===== src/rtl/tick_period_meter_if.sv =====
// Periodic-tick receive interface: tick strobe in, measurement results out.
//   tick          tick strobe from the tick source
//   period        last measured period in clk cycles (CW bits)
//   period_valid  1-cycle pulse when period updates
//   timeout       1-cycle pulse when the tick stream is lost
//   locked        level, stream stable around the expected period
interface tick_period_meter_if #(
  parameter int unsigned CW = 11
);
  logic          tick;
  logic [CW-1:0] period;
  logic          period_valid;
  logic          timeout;
  logic          locked;

  // Tick source / result consumer side
  modport master (
    output tick,
    input  period,
    input  period_valid,
    input  timeout,
    input  locked
  );

  // Meter side
  modport slave (
    input  tick,
    output period,
    output period_valid,
    output timeout,
    output locked
  );
endinterface


===== src/rtl/tick_period_meter.sv =====
// Measures the cycle distance between successive tick strobes, reports each period,
// pulses timeout when no tick arrives within 2*PERIOD cycles, and asserts locked after
// LOCK_COUNT consecutive measurements within PERIOD +/- TOL.
// Ports:
//   clk    clock, all logic on posedge
//   rst_n  synchronous reset, active-low
//   bus    tick_period_meter_if.slave (tick in; period, period_valid, timeout, locked out)
module tick_period_meter #(
  parameter int unsigned PERIOD     = 1000,
  parameter int unsigned TOL        = 2,
  parameter int unsigned LOCK_COUNT = 4
) (
  input  logic                    clk,
  input  logic                    rst_n,
  tick_period_meter_if.slave      bus
);

  localparam int unsigned CW = $clog2(2 * PERIOD + 1);
  localparam int unsigned GW = $clog2(LOCK_COUNT + 1);

  localparam logic [CW-1:0] CNT_MAX = CW'(2 * PERIOD);
  localparam logic [CW-1:0] GOOD_LO = CW'(PERIOD - TOL);
  localparam logic [CW-1:0] GOOD_HI = CW'(PERIOD + TOL);
  localparam logic [GW-1:0] GOOD_MAX = GW'(LOCK_COUNT);

  localparam logic [0:0] IDLE    = 1'b0;
  localparam logic [0:0] MEASURE = 1'b1;

  logic [0:0]    state_q,  state_d;
  logic [CW-1:0] cnt_q,    cnt_d;
  logic [GW-1:0] good_q,   good_d;
  logic [CW-1:0] period_q, period_d;
  logic          pv_q,     pv_d;
  logic          to_q,     to_d;
  logic          locked_q, locked_d;

  logic          in_tol_c;
  logic [GW-1:0] good_inc_c;

  // Tolerance window on the count being reported as a period
  assign in_tol_c = (cnt_q >= GOOD_LO) && (cnt_q <= GOOD_HI);

  // Saturating good-measurement count
  assign good_inc_c = (good_q < GOOD_MAX) ? good_q + GW'(1) : GOOD_MAX;

  // State and output registers
  always_ff @(posedge clk) begin
    if (!rst_n) begin
      state_q  <= IDLE;
      cnt_q    <= '0;
      good_q   <= '0;
      period_q <= '0;
      pv_q     <= 1'b0;
      to_q     <= 1'b0;
      locked_q <= 1'b0;
    end else begin
      state_q  <= state_d;
      cnt_q    <= cnt_d;
      good_q   <= good_d;
      period_q <= period_d;
      pv_q     <= pv_d;
      to_q     <= to_d;
      locked_q <= locked_d;
    end
  end

  // Next-state and next-output logic
  always_comb begin
    state_d  = state_q;
    cnt_d    = cnt_q;
    good_d   = good_q;
    period_d = period_q;
    pv_d     = 1'b0;
    to_d     = 1'b0;
    locked_d = locked_q;

    case (state_q)
      IDLE: begin
        // First tick only sets the reference point
        if (bus.tick) begin
          state_d = MEASURE;
          cnt_d   = CW'(1);
        end
      end
      MEASURE: begin
        if (bus.tick) begin
          // A tick on the timeout edge still counts as a measurement
          period_d = cnt_q;
          pv_d     = 1'b1;
          cnt_d    = CW'(1);
          if (in_tol_c) begin
            good_d   = good_inc_c;
            locked_d = (good_inc_c == GOOD_MAX);
          end else begin
            good_d   = '0;
            locked_d = 1'b0;
          end
        end else if (cnt_q == CNT_MAX) begin
          to_d     = 1'b1;
          state_d  = IDLE;
          cnt_d    = '0;
          good_d   = '0;
          locked_d = 1'b0;
        end else begin
          cnt_d = cnt_q + CW'(1);
        end
      end
      default: begin
        state_d = IDLE;
        cnt_d   = '0;
      end
    endcase
  end

  assign bus.period       = period_q;
  assign bus.period_valid = pv_q;
  assign bus.timeout      = to_q;
  assign bus.locked       = locked_q;

endmodule

===== src/flat_wrapper.sv =====
// flat-port wrapper written by rule: the top's interface ports become plain ports
module tick_period_meter_flat 
#(
  parameter int unsigned PERIOD     = 1000,
  parameter int unsigned TOL        = 2,
  parameter int unsigned LOCK_COUNT = 4
)
  (clk, rst_n, bus_tick, bus_period, bus_period_valid, bus_timeout, bus_locked);
  tick_period_meter_if bus_i ();
  input  logic clk;
  input  logic rst_n;
  input wire logic [$bits(bus_i.tick)-1:0] bus_tick;
  output wire logic [$bits(bus_i.period)-1:0] bus_period;
  output wire logic [$bits(bus_i.period_valid)-1:0] bus_period_valid;
  output wire logic [$bits(bus_i.timeout)-1:0] bus_timeout;
  output wire logic [$bits(bus_i.locked)-1:0] bus_locked;
  assign bus_i.tick = bus_tick;
  assign bus_period = bus_i.period;
  assign bus_period_valid = bus_i.period_valid;
  assign bus_timeout = bus_i.timeout;
  assign bus_locked = bus_i.locked;
  tick_period_meter #(.PERIOD(PERIOD), .TOL(TOL), .LOCK_COUNT(LOCK_COUNT)) u_core (.clk(clk), .rst_n(rst_n), .bus(bus_i));
endmodule

===== config.mk =====
export PLATFORM = sky130hd
export DESIGN_NAME = tick_period_meter_flat
export DESIGN_NICKNAME = d
export VERILOG_FILES = /design/src/rtl/tick_period_meter_if.sv /design/src/rtl/tick_period_meter.sv /design/src/flat_wrapper.sv
export SDC_FILE = /design/constraint.sdc
export NUM_CORES = 1
export LEC_CHECK = 0
export ABC_AREA = 1
export CORE_MARGIN = 10
export CORE_UTILIZATION = 50
export CTS_BUF_LIST = sky130_fd_sc_hd__clkbuf_8 sky130_fd_sc_hd__clkbuf_16
export CTS_CLUSTER_SIZE = 20
export DETAILED_ROUTE_END_ITERATION = 12
export PLACE_DENSITY = 0.72
export SLEW_MARGIN = 20
export SYNTH_ARGS = -nofsm -noshare
export SYNTH_HDL_FRONTEND = slang
export SYNTH_SLANG_ARGS = --single-unit

===== constraint.sdc =====
create_clock -name clk -period 1.6 [get_ports clk]
set_input_delay 0.24 -clock clk [delete_from_list [all_inputs] [get_ports clk]]
set_output_delay 0.24 -clock clk [all_outputs]
set_load 0.005 [all_outputs]

==> impl_metrics.yaml <==
status:
  status: "completed"
sta:
  post-route-min-period_ps: 1490
  fmax_mhz: 671
  hold_viol: 0
  finalHoldWorstSlack_ps: 490
  fin_skew_ps: 8.03
  slew_viol_final: 0
  setup_viol_count_final: 0
  maxSlewHeadroom: 0.794
  period_share: 0.931
  tightest_slew_ps: 309
logic_synthesis:
  synthMostInstantiatedCell: "nand2_1"
  synth_top_area_share: 0.394
  post_synth.cell_area_avg_um2: 7.30
  synth_area_leader_cell: "dfxtp_1"
  synth_area_mm2: 0.00147
  synth_async_sr_flop_share: 0
  synth.net_count: 209
  netlist_top_cells_count: "35 x nand2_1, 29 x dfxtp_1, 25 x nor2_1"
  ys_seq_area_frac: 0.394
  ys_warn_count: 0
  synth.area.top_cells: "dfxtp_1 39%, nand2_1 8.9%, a21oi_1 6.5%"
  synth_ff_type: "dfxtp_1"
  ys_types: 31
  syn_inst: 202
  synth_edf_count: 0
  ys_ff_latch: 29
worst_setup_path:
  startpoint_type: "register"
  cp_top_family: "flip-flops"
  crit_required_ps: 1760
  cp.arrival_ps: 1650
  cp.buffers_inverters: 2
  cpMaxStageDelayCell: "dfxtp_1"
  worstPathMaxFanout: 3
  end_kind: "register"
  regToRegSetupSlack_ps: 110
  slowest_delay_ps: 400
  path_cells: "ha_1 -> nand2_1 -> inv_1 -> nand4_1 -> buf_4 -> xnor2_1 -> a22oi_1 -> nor2_1"
  critPathKind: "register to register"
drt:
  drc: 0
  maxUsedRoutingLayer: "met4"
  met3_length_um: 334
  drt_iter0_markers: 107
  num_vias: 1433
  wl_met2_um: 1720
  route.antenna.remaining_nets: 0
  wirelength_um: 3640
  wl_met1_um: 1510
  via_per_inst: 5.51
  wire_per_inst_um: 14.0
  firstDrtPassIters: 4
flow_run:
  drv_cap: 0
floorplanning:
  initial_core_util: 0.530
  dieWidth_um: 74.3
  core_area_mm2: 0.00278
  io_pins: 17
  fp.dieArea_mm2: 0.00552
  fp.dieH_um: 74.3
  rows: 19
power:
  p_sw_uw: 350
  fin_total_pwr_uw: 1450
  pwr-share-clk: 0.375
  power_per_cell_area_mw_per_mm2: 799
  p_int_uw: 1100
  p_sw_frac: 0.241
  p_comb_frac: 0.098
  seqPwrFrac: 0.527
  leakage_uw: 0.000735
  irDropWorstVdd_uv: 848
place:
  placement.io_buffers: 16
  dp_hpwl_um: 2690
  gp_congestion: 0.896
  dp_cells: 252
cts:
  tritoncts: "done"
  cts_root_buf: "clkbuf_8"
  postCtsHoldBufs: 0
  path_clk_slew_ps: 60
  cts_made_buffers: 5
  cts-htree-levels: 2
  clkLatencyLatePin_ps: 280
  clock_path_buffers: 2
  cts_sinks: 29
global_route:
  grt_pass1_vias: 1469
  grt_usage: 0.147
  gr-total-overflow: 0
  grt_pass1_wl_um: 6460
  antenna_found_initial: 0
  grt_max_degree: 18
layout:
  diodes: 0
  drive_gt1_frac: 0.201
  stdcell_count: 260
  fin_nets: 237
  area_growth_syn_to_layout_pct: 23.2
min_path:
  hold_path.class: "register to register"
-- per-stage QoR --
step | TNS, ps | worst slack (ps) | utilization | instance area [um2]
CTS | 0 | 51.8 | 0.641 | 1780
global placement | 0 | 92.5 | 0.614 | 1710
floorplan | 0 | 204 | - | 1470
global route | -5.31 | -5.31 | 0.653 | 1820
detailed placement | 0 | 33.0 | 0.614 | 1710
finish | 0 | 110 | 0.653 | 1820
-- cell type report --
type                            instances  area [um2]
Inverter                               20        77.6
Tap cell                               31        38.8
Sequential cell                        29         584
Timing Repair Buffer                   31         273
Clock inverter                          1        5.00
Multi-Input combinational cell        143         768
Clock buffer                            5        68.8
Fill cell                             245         966
-- worst reg2reg max path, stage by stage (launching register included) --
cell	delay (ps)
dfxtp_1	400
ha_1	190
nand2_1	80
inv_1	100
nand4_1	110
buf_4	170
xnor2_1	110
a22oi_1	150
nor2_1	60
-- cell families (layout without fill, tap and decap cells) --
| family | count (synthesis) | after routing | share of synthesized area |
|---|---|---|---|
| adders and majority gates | 4 | 4 | 0.0340 |
| DFF | 29 | 29 | 0.394 |
| and+or+nand+nor | 94 | 94 | 0.306 |
| buffers and inverters | 30 | 57 | 0.0925 |
| xor gates and xnor gates | 2 | 2 | 0.0119 |
| AOI/OAI and AO/OA | 43 | 43 | 0.161 |
-- worst paths after layout --
path,start,to,depth (start not counted)
worst max-delay path,u_core.cnt_q[0],u_core.cnt_q[6],8
worst min-delay path,u_core.bus.period[5],u_core.bus.period[5],2
worst max register to register,u_core.cnt_q[0],u_core.cnt_q[6],8
worst min register to register,u_core.bus.period[5],u_core.bus.period[5],2
-- layer usage --
layer,vias up,track usage
li1,714,-
met1,654,0.167
met2,57,0.240
met3,8,0.0585
met4,0,0.0671
met5,-,0
-- layout by cell type (no fill, tap or decap), drive strengths merged, types with 4 or more instances in the layout --
cell	n
a21oi	21
buf	15
clkbuf	5
clkdlybuf4s50	16
dfxtp	29
ha	4
inv	19
nand2	39
nand3	18
nand4	4
nor2	29
nor3	4
o21ai	15
-- state kept, by name, summed over array words and instances (netlist names) --
name and flops:
u_core.bus.timeout 1, u_core.bus.locked 1, u_core.state_q 1, u_core.bus.period_valid 1, u_core.cnt_q 11, u_core.bus.period 11
u_core.good_q 3
-- repair_timing --
action | in CTS | in global routing
resized for setup | 0 | 7
endpoints found under the setup margin | 0 | 11
buffers inserted | 0 | 2
-- power by group through the flow --
stage                     Sequential, uW  Clock (uW)  Combinational, uW
after floorplan                      775           0               66.7
final                                764         544                143
after global placement               777           0                137
after detailed placement             778           0                140
after global routing                 767         578                160
after CTS                            763         556                141
Note: power is estimated with default switching activity, not from simulation.
